### src/rtl/multi_valid_array.sv
// Per-set way state array (valid or valid+dirty bits) with one read port,
// one pipelined masked write port and a sequential whole-array flush engine.
module multi_valid_array #(
  parameter int unsigned S_INDEX = 4,
  parameter int unsigned WAYS    = 4,
  parameter int unsigned WIDTH   = 1
) (
  input  logic                     clk0,
  input  logic                     rst0,
  input  logic                     csb0,
  input  logic [S_INDEX-1:0]       addr0,
  output logic [WAYS*WIDTH-1:0]    dout0,
  input  logic                     csb1,
  input  logic [S_INDEX-1:0]       addr1,
  input  logic [WAYS-1:0]          wmask1,
  input  logic [WAYS*WIDTH-1:0]    din1,
  input  logic                     flush_req,
  output logic                     flush_busy,
  output logic                     flush_done
);

  localparam int unsigned NumSets = 2 ** S_INDEX;

  localparam logic [0:0] StIdle  = 1'b0;
  localparam logic [0:0] StFlush = 1'b1;

  logic [WAYS*WIDTH-1:0] mem_q [NumSets];
  logic [S_INDEX-1:0]    raddr_q;

  logic                  wr_pend_q;
  logic [S_INDEX-1:0]    waddr_q;
  logic [WAYS-1:0]       wmask_q;
  logic [WAYS*WIDTH-1:0] wdata_q;

  logic [0:0]            state_q, state_d;
  logic [S_INDEX-1:0]    cnt_q;
  logic                  done_q;

  logic flush_start;
  logic flush_last;
  logic wr_accept;

  always_comb begin
    flush_start = (state_q == StIdle) && flush_req;
    flush_last  = (state_q == StFlush) && (cnt_q == S_INDEX'(NumSets - 1));
    // Writes are dropped while flushing and on the edge that starts a flush.
    wr_accept   = !csb1 && (state_q == StIdle) && !flush_req;
    state_d     = state_q;
    if (flush_start) begin
      state_d = StFlush;
    end else if (flush_last) begin
      state_d = StIdle;
    end
  end

  always_ff @(posedge clk0) begin
    if (rst0) begin
      for (int s = 0; s < NumSets; s++) begin
        mem_q[s] <= '0;
      end
      raddr_q   <= '0;
      wr_pend_q <= 1'b0;
      waddr_q   <= '0;
      wmask_q   <= '0;
      wdata_q   <= '0;
      state_q   <= StIdle;
      cnt_q     <= '0;
      done_q    <= 1'b0;
    end else begin
      if (!csb0) begin
        raddr_q <= addr0;
      end

      wr_pend_q <= wr_accept;
      if (wr_accept) begin
        waddr_q <= addr1;
        wmask_q <= wmask1;
        wdata_q <= din1;
      end

      // A pending write can only exist while idle, so it never races a clear.
      if (wr_pend_q) begin
        for (int w = 0; w < WAYS; w++) begin
          if (wmask_q[w]) begin
            mem_q[waddr_q][w*WIDTH +: WIDTH] <= wdata_q[w*WIDTH +: WIDTH];
          end
        end
      end

      if (state_q == StFlush) begin
        mem_q[cnt_q] <= '0;
        cnt_q        <= cnt_q + 1'b1;
      end

      state_q <= state_d;
      done_q  <= flush_last;
    end
  end

  assign dout0      = mem_q[raddr_q];
  assign flush_busy = (state_q == StFlush);
  assign flush_done = done_q;

endmodule
### config.mk
export PLATFORM = sky130hd
export DESIGN_NAME = multi_valid_array
export DESIGN_NICKNAME = d
export VERILOG_FILES = /design/src/rtl/multi_valid_array.sv
export SDC_FILE = /design/constraint.sdc
export NUM_CORES = 1
export LEC_CHECK = 0
export ABC_AREA = 1
export BUFFER_PORTS_ARGS = -buffer_cell sky130_fd_sc_hd__buf_2
export CAP_MARGIN = 20
export CORE_ASPECT_RATIO = 1.4
export CORE_UTILIZATION = 60
export CTS_CLUSTER_DIAMETER = 120
export DETAILED_ROUTE_END_ITERATION = 12
export PLACE_DENSITY = 0.86
export SYNTH_ARGS = -nofsm -noshare
export SYNTH_HDL_FRONTEND = slang
export SYNTH_SLANG_ARGS = --single-unit
### constraint.sdc
create_clock -name clk0 -period 2.1 [get_ports clk0]
set_clock_uncertainty 0.1 [all_clocks]
set_input_delay 0.21 -clock clk0 [delete_from_list [all_inputs] [get_ports clk0]]
set_output_delay 0.21 -clock clk0 [all_outputs]
set_load 0.02 [all_outputs]
==> results by group, run 1 <==
Worst setup path
  • Worst reg2reg path startpoint: cnt_q[0]
  • Crit Path Max Fanout: 30
  • Arrival time worst endpoint: 1.64 ns
  • CP Class: register to output port
  • Crit end category: output port
  • CP Data Required Time: 1.79 ns
  • Startpoint types: register

Power and ir drop
  • P per Cell Area: between 600 and 700 nW/µm²
  • Sequential share of power: 50.3%
  • Clock power frac: roughly two fifths
  • Worst IR Drop VDD: 0.606 mV
  • Internal power: 2560 µW
  • Leak pwr: 0.00242 µW
  • Switch Pwr: 1000 µW
  • Combinational share of power: 11.5%
  • Switching share of power: between 20 and 30%

Layout
  • Fin nets: between 700 and 800
  • Share of post-route cells with drive strength above 1: 11.9%
  • # diodes: 0
  • Final Cell Area: 5310 µm²
  • Area growth syn-to-layout: 8.51%

Synthesis
  • Post-Synth XOR/XNOR Area: less than 1%
  • Largest family of logic cells by synthesized area: simple AND/OR/NAND/NOR gates
  • Synth Area in Compound Gates: 15.5%
  • Post-synth EDFFs: 0
  • Async SR Flop Fraction: 0%
  • Syn avg cell area: ~7 µm²
  • Post-synthesis register bit count: between 90 and 100
  • Syn Nets: 742
  • Syn Inst Count: 717
  • Cell Area, Synth: roughly 5000 µm²
  • Cell taking the most area after synthesis: dfxtp_1
  • Cell with the most instances after synthesis: nand2_1
  • Mux contribution to synthesized area: 0%
  • Synth area leaders: dfxtp_1 (37%), nand2_1 (14%), nand3_1 (8.3%), a22oi_1 (7.1%), nor2_1 (6.6%)
  • Adder-cell share of the synthesized area: 1.02%
  • Distinct cells, synth: 26
  • Most frequent cells after synthesis: nand2_1 (177), dfxtp_1 (91), nor2_1 (86)
  • Post-synth top flop: dfxtp_1
  • Synth warnings: 0
  • Sequential share of the synthesized area: 37.2%
  • Post-synth top area share: 37.2%
  • Simple-Gate Fraction of Synth Area: between 30% and 40%

STA
  • Final Hold Fails: 0
  • Max frequency: 0.513 GHz
  • Final setup fails: 0
  • RSZ-0062 raised after global routing: false
  • Final period utilization: 92.8%
  • Setup_tns: 0 ns
  • Minimum clock period: a little under 2 ns
  • Slew Viols, Final: 0
  • Worst slew margin: 52.5%
  • Worst-Margin Slew: just over 0.7 ns

Place
  • Area after DPL: 5030 µm²
  • Dpl hpwl: 9110 µm
  • Port Buffers: 26
  • Placer Congestion: 0.997

Floorplan
  • Die W: 78.3 µm
  • Num ports: 27
  • Row cnt: 38
  • Die area: 8530 µm²
  • Initial Util: 62.4%
  • Die Y: 109 µm
  • CORE AREA: 7850 µm²

Clock network
  • # Post-CTS Setup Buffers: 0
  • Clock Latency Late Sink: 0.38 ns
  • H-tree levels: 3
  • Clock transition at the registers of the reported paths: roughly 0.10 ns
  • Clk sinks: 91
  • Number of CTS-inserted buffers: 9
  • Root Driver: clkbuf_8
  • Clk buf depth: 2
  • CTS tree: yes

Routing
  • DRT iter0 DRCs: 475
  • Final WL: ~13,000 µm
  • DRT antenna net count: 0
  • Routed WL per cell: about 16 µm
  • TritonRoute pass-1 iters: 6
  • Total number of vias: 4,862
  • DRC errors left: 0
  • Routed vias/inst: 5.79

Global routing
  • GRT Residual Overflow: 0
  • Initial antenna violation count: 0
  • Vias in the first global route: about 4,500
  • GRT Util Overall: 32.6%
  • Largest net degree at the start of global routing: 35
  • Global-route wire length before repair: 21,200 µm

Status
  • Status: complete, no violations

Min path
  • Hold Path Origin: din1[2]
  • HP Class: primary input to register

Run
  • Max_cap viols: 0
[critical path: stages (launching register included)]
cell     delay, ns
dfxtp_1       0.33
inv_1         0.06
buf_6         0.23
nand2_1       0.14
nand3_1       0.09
nand3_1       0.09
nand3_1       0.09
nand2_1       0.05
buf_2         0.15
[power by group through the flow]
stage	sequential [µW]	combinational [µW]	clock (µW)
floorplan	1820	288	0
global placement	1830	380	0
detailed placement	1830	389	0
CTS	1790	399	1360
global route	1800	448	1410
finish	1790	410	1360
[sequential cells by signal, indices dropped and copies added, names as in the netlist, named ones only]
signal      flops
cnt_q           4
flush_busy      1
flush_done      1
mem_q          64
raddr_q         4
waddr_q         4
wdata_q         4
wmask_q         4
wr_pend_q       1
[through the flow]
stage / util (%) / power [µW] / std cells / worst slack (ns) / hold slack (ns)
3_5_place_dp: 64.1 / 2220 / 819 / 0.344 / 0.327
3_3_place_gp: 64.1 / 2210 / 819 / 0.390 / 0.315
5_1_grt: 67.7 / 3650 / 840 / 0.0503 / 0.0143
4_1_cts: 67.6 / 3550 / 840 / 0.0913 / 0.00387
6_report: 67.7 / 3560 / 840 / 0.151 / 0.00636
2_1_floorplan: - / 2110 / 717 / 0.684 / 0.226
[layout make-up]
class                      instances  area (µm²)
multi-input combinational        502        2520
inverter                          87         332
fill                             665        2530
timing repair buffer              44         285
clock inverter                     7        98.8
clock buffer                       9         124
sequential                        91        1820
tap                              100         125
[layer usage]
layer | global-route usage [%] | wire length, µm
met2 | 56.3 | 6480
met4 | 21.3 | 697
met5 | 0 | 0
met1 | 36.3 | 4990
met3 | 6.44 | 992
[cell families after synthesis]
| group | after synthesis |
|---|---|
| AOI/OAI and AO/OA | 125 |
| and+or+nand+nor | 372 |
| DFF | 91 |
| adders and majority gates | 4 |
| xor gates and xnor gates | 1 |
| buffers and inverters | 124 |
[worst paths after layout]
check	endpoint	slack, ns	depth (start not counted)
max	dout0[3]	0.15	8
min	wdata_q[2]	0.006	3
max reg2reg	mem_q[10][1]	0.48	7
min reg2reg	mem_q[15][0]	0.37	2
[repair_timing]
action / in CTS / in global routing
hold endpoints to repair: 5 / 0
hold buffers: 5 / 0
setup endpoints to repair: 0 / 3
resized for setup: 0 / 2
[placed cells by master (no fill, tap or decap), types with 2 or more instances in the layout]
master,netlist,layout
nor3_1,2,2
buf_2,17,26
nand2_4,9,9
dlygate4sd3_1,0,5
nand3_1,81,81
clkbuf_8,0,9
o22ai_1,2,2
inv_2,6,6
a22oi_1,46,46
bufinv_16,0,2
nor2_1,86,86
a21oi_1,19,19
o21a_1,7,7
buf_6,3,2
clkinv_1,2,2
nor2_4,14,14
dfxtp_1,91,91
o21ai_1,20,20
ha_1,4,4
o21ai_0,31,31
nand2_1,177,177
buf_4,9,11
inv_6,0,3
inv_1,78,78
Power figures use the tool's default switching activity.
==> run 2, diff against run 1 <==
--- a/config.mk
+++ b/config.mk
@@ -5,7 +5,6 @@
 export SDC_FILE = /design/constraint.sdc
 export NUM_CORES = 1
 export LEC_CHECK = 0
-export ABC_AREA = 1
 export BUFFER_PORTS_ARGS = -buffer_cell sky130_fd_sc_hd__buf_2
 export CAP_MARGIN = 20
 export CORE_ASPECT_RATIO = 1.4
==> results by group, run 2 <==
Synthesis
  • Post-synth top area share: 37.8%
  • Syn Nets: 588
  • Post-synthesis register bit count: between 90 and 100
  • Synth Area in Compound Gates: between 10% and 20%
  • Syn Inst Count: 563
  • Simple-Gate Fraction of Synth Area: 31.3%
  • Post-synth EDFFs: 0
  • Async SR Flop Fraction: 0%
  • Cell with the most instances after synthesis: dfxtp_1
  • Syn avg cell area: approximately 8.6 µm²
  • Largest family of logic cells by synthesized area: simple AND/OR/NAND/NOR gates
  • Post-synth top flop: dfxtp_1
  • Synth area leaders: dfxtp_1 (38%), nor2b_1 (8.7%), a21oi_1 (7.9%), nand3_1 (7.5%), mux4_2 (7.5%)
  • Post-Synth XOR/XNOR Area: 0.545%
  • Distinct cells, synth: 41
  • Mux contribution to synthesized area: approximately 8.5%
  • Adder-cell share of the synthesized area: 1.04%
  • Cell Area, Synth: 4820 µm²
  • Cell taking the most area after synthesis: dfxtp_1
  • Most frequent cells after synthesis: dfxtp_1 (91), a21oi_1 (76), nand3_1 (72)
  • Synth warnings: 0
  • Sequential share of the synthesized area: between 30% and 40%

Layout
  • Share of post-route cells with drive strength above 1: 17.7%
  • Layout Utilization: 70.0%
  • Multi-input gate area: ~2800 µm²
  • Biggest register: mem_q
  • Most frequent cells in the layout: dfxtp_1 (89), a21oi_1 (76), nand3_1 (72)
  • Max reg flops: 64
  • Commonest non-fill, non-tap cell in the layout: dfxtp_1
  • Storage cell area: 1820 µm²
  • Area growth syn-to-layout: 12.5%
  • # diodes: 0
  • Fin nets: 613
  • Fillers: 584

Worst setup path
  • CP Class: register to output port
  • Crit end category: output port
  • R2r worst-path depth: 4
  • CP max-delay cell: mux4_2
  • Crit path buffers/inverters: 2
  • Worst reg2reg path startpoint: waddr_q[2]
  • Startpoint types: register
  • Sequence of cells on the critical path: buf_12, mux4_2, a22oi_2, nand3_1, buf_6
  • CP peak stage delay: 0.50 ns
  • Top Family by Delay on Critical Path: multiplexers
  • RR Endpoint: mem_q[8][3]
  • CP endpoint: dout0[2]
  • CP Data Required Time: around 1.8 ns
  • Crit path depth: 5
  • Arrival time worst endpoint: about 1.9 ns
  • Reg2reg setup slack: about 0.4 ns
  • Crit Path Max Fanout: 9

STA
  • Minimum clock period: 2.19 ns
  • Final Hold Fails: 0
  • Slew Viols, Final: 0
  • Setup_tns: -0.295 ns
  • Final WS setup: -0.0875 ns
  • Worst slew margin: 41.4%
  • Final setup fails: 4
  • Hold slack: 0.0154 ns
  • Final period utilization: 104%
  • Max frequency: 0.457 GHz
  • Worst-Margin Slew: 0.878 ns
  • RSZ-0062 raised after global routing: true

Global routing
  • Largest net degree at the start of global routing: 65
  • GRT Residual Overflow: 0
  • Global-route wire length before repair: 21,800 µm
  • Vias in the first global route: 4,457
  • Initial antenna violation count: 0
  • GRT Util Overall: about a third

Routing
  • Routed vias/inst: 6.51
  • DRT iter0 DRCs: 595
  • Routed WL per cell: approximately 20 µm
  • DRC errors left: 0
  • Final WL: 13,600 µm
  • TritonRoute pass-1 iters: 6
  • DRT antenna net count: 0
  • Total number of vias: 4,512

Power and ir drop
  • Pwr Total: 3410 µW
  • Worst IR Drop VDD: 0.560 mV
  • P per Cell Area: 629 nW/µm²
  • Leak pwr: 0.00195 µW

Status
  • Status: finished with violations
  • Failing checks: setup timing

Clock network
  • Number of CTS-inserted buffers: 9
  • CTS tree: yes
  • Clk sinks: 91
  • Clk buf depth: 2
  • H-tree levels: 3
  • Clock transition at the registers of the reported paths: 0.09 ns
  • Clock Latency Late Sink: 0.37 ns
  • Root Driver: clkbuf_8

Floorplan
  • Die W: between 70 and 80 µm
  • Num ports: 27
  • Row cnt: 38
  • Initial Util: 62.2%
  • Die area: 8400 µm²
  • Die Y: between 100 and 150 µm
  • CORE AREA: 7750 µm²

Run
  • Max_cap viols: 0

Place
  • Dpl hpwl: 8710 µm
  • Placer Congestion: 1.00
  • Placement Setup Slack: 0.151 ns
  • Port Buffers: 26

Min path
  • HP Class: primary input to register
-- run 2: changes by cell type after synthesis, sizes merged, moves of 9 or more --
| cell | previous run | this run |
|---|---|---|
| mux4 | 0 | 16 |
| inv | 84 | 2 |
| o21ai | 51 | 64 |
| nor2b | 0 | 67 |
| nor2 | 102 | 19 |
| a21oi | 19 | 76 |
| nand3 | 81 | 72 |
| nand2 | 186 | 30 |
| clkbuf | 8 | 27 |
| a22oi | 46 | 4 |
-- run 2: power by group --
group	internal (µW)	total, µW	leakage (µW)	switching (µW)
logic	118	264	0.00111	147
registers	1750	1800	0.000737	47.0
clock network	678	1350	0.000102	676
-- run 2: worst register-to-register path, stage by stage (launching register included) --
cell     delay, ns
dfxtp_1       0.48
buf_12        0.24
or4b_4        0.52
o21ai_1       0.14
a21oi_1       0.08
-- run 2: metrics by stage --
stage	cell area, µm²	std cells
floorplan	4820	563
global placement	5030	661
detailed placement	5030	661
CTS	5420	693
global route	5420	693
finish	5420	693
-- run 2: area by class of cell --
type	count	share of cell area, %
multi-input cells	419	50.9
flip-flops and latches	91	33.6
repair buffers	65	8.93
well taps	100	2.31
clock buffers	9	2.28
clock inverters	7	1.85
inverters	2	0.138
-- run 2: timing repair --
action / in CTS / in global routing
hold buffers: 12 / 0
setup endpoints to repair: 4 / 4
cloned: 0 / 0
pin swaps: 4 / 1
gates resized for setup: 7 / 0
endpoints found under the hold margin: 12 / 0
setup buffers: 4 / 0
-- run 2: kinds of logic after synthesis --
| logic type | after synthesis |
|---|---|
| AO/OA/AOI/OAI | 146 |
| XOR/XNOR | 3 |
| adder cells (fa/ha/maj) | 4 |
| buffers and inverters | 53 |
| flip-flops | 91 |
| multiplexers | 21 |
| AND/OR/NAND/NOR | 245 |
-- run 2: metal layers --
layer | up-vias | routed length [µm] | share of wire (%) | GRT usage, %
met5 | - | 0 | 0 | 0
met2 | 310 | 6560 | 48 | 56.2
met1 | 2049 | 4930 | 36 | 39.2
li1 | 2076 | - | - | -
met3 | 77 | 1300 | 9.5 | 5.40
met4 | 0 | 809 | 6.0 | 28.3
-- run 2: worst min path at each step --
stage / slack, ns / end / cells after the start / from
after floorplan: 0.25 / wmask_q[0] / 2 / wmask1[0]
after global placement: 0.35 / waddr_q[0] / 2 / waddr_q[0]
after detailed placement: 0.36 / waddr_q[0] / 3 / addr1[0]
after CTS: 0.003 / register / 3 / addr0[3]
after global routing: 0.02 / raddr_q[2] / 3 / addr0[2]
final: 0.02 / register / 3 / addr0[3]
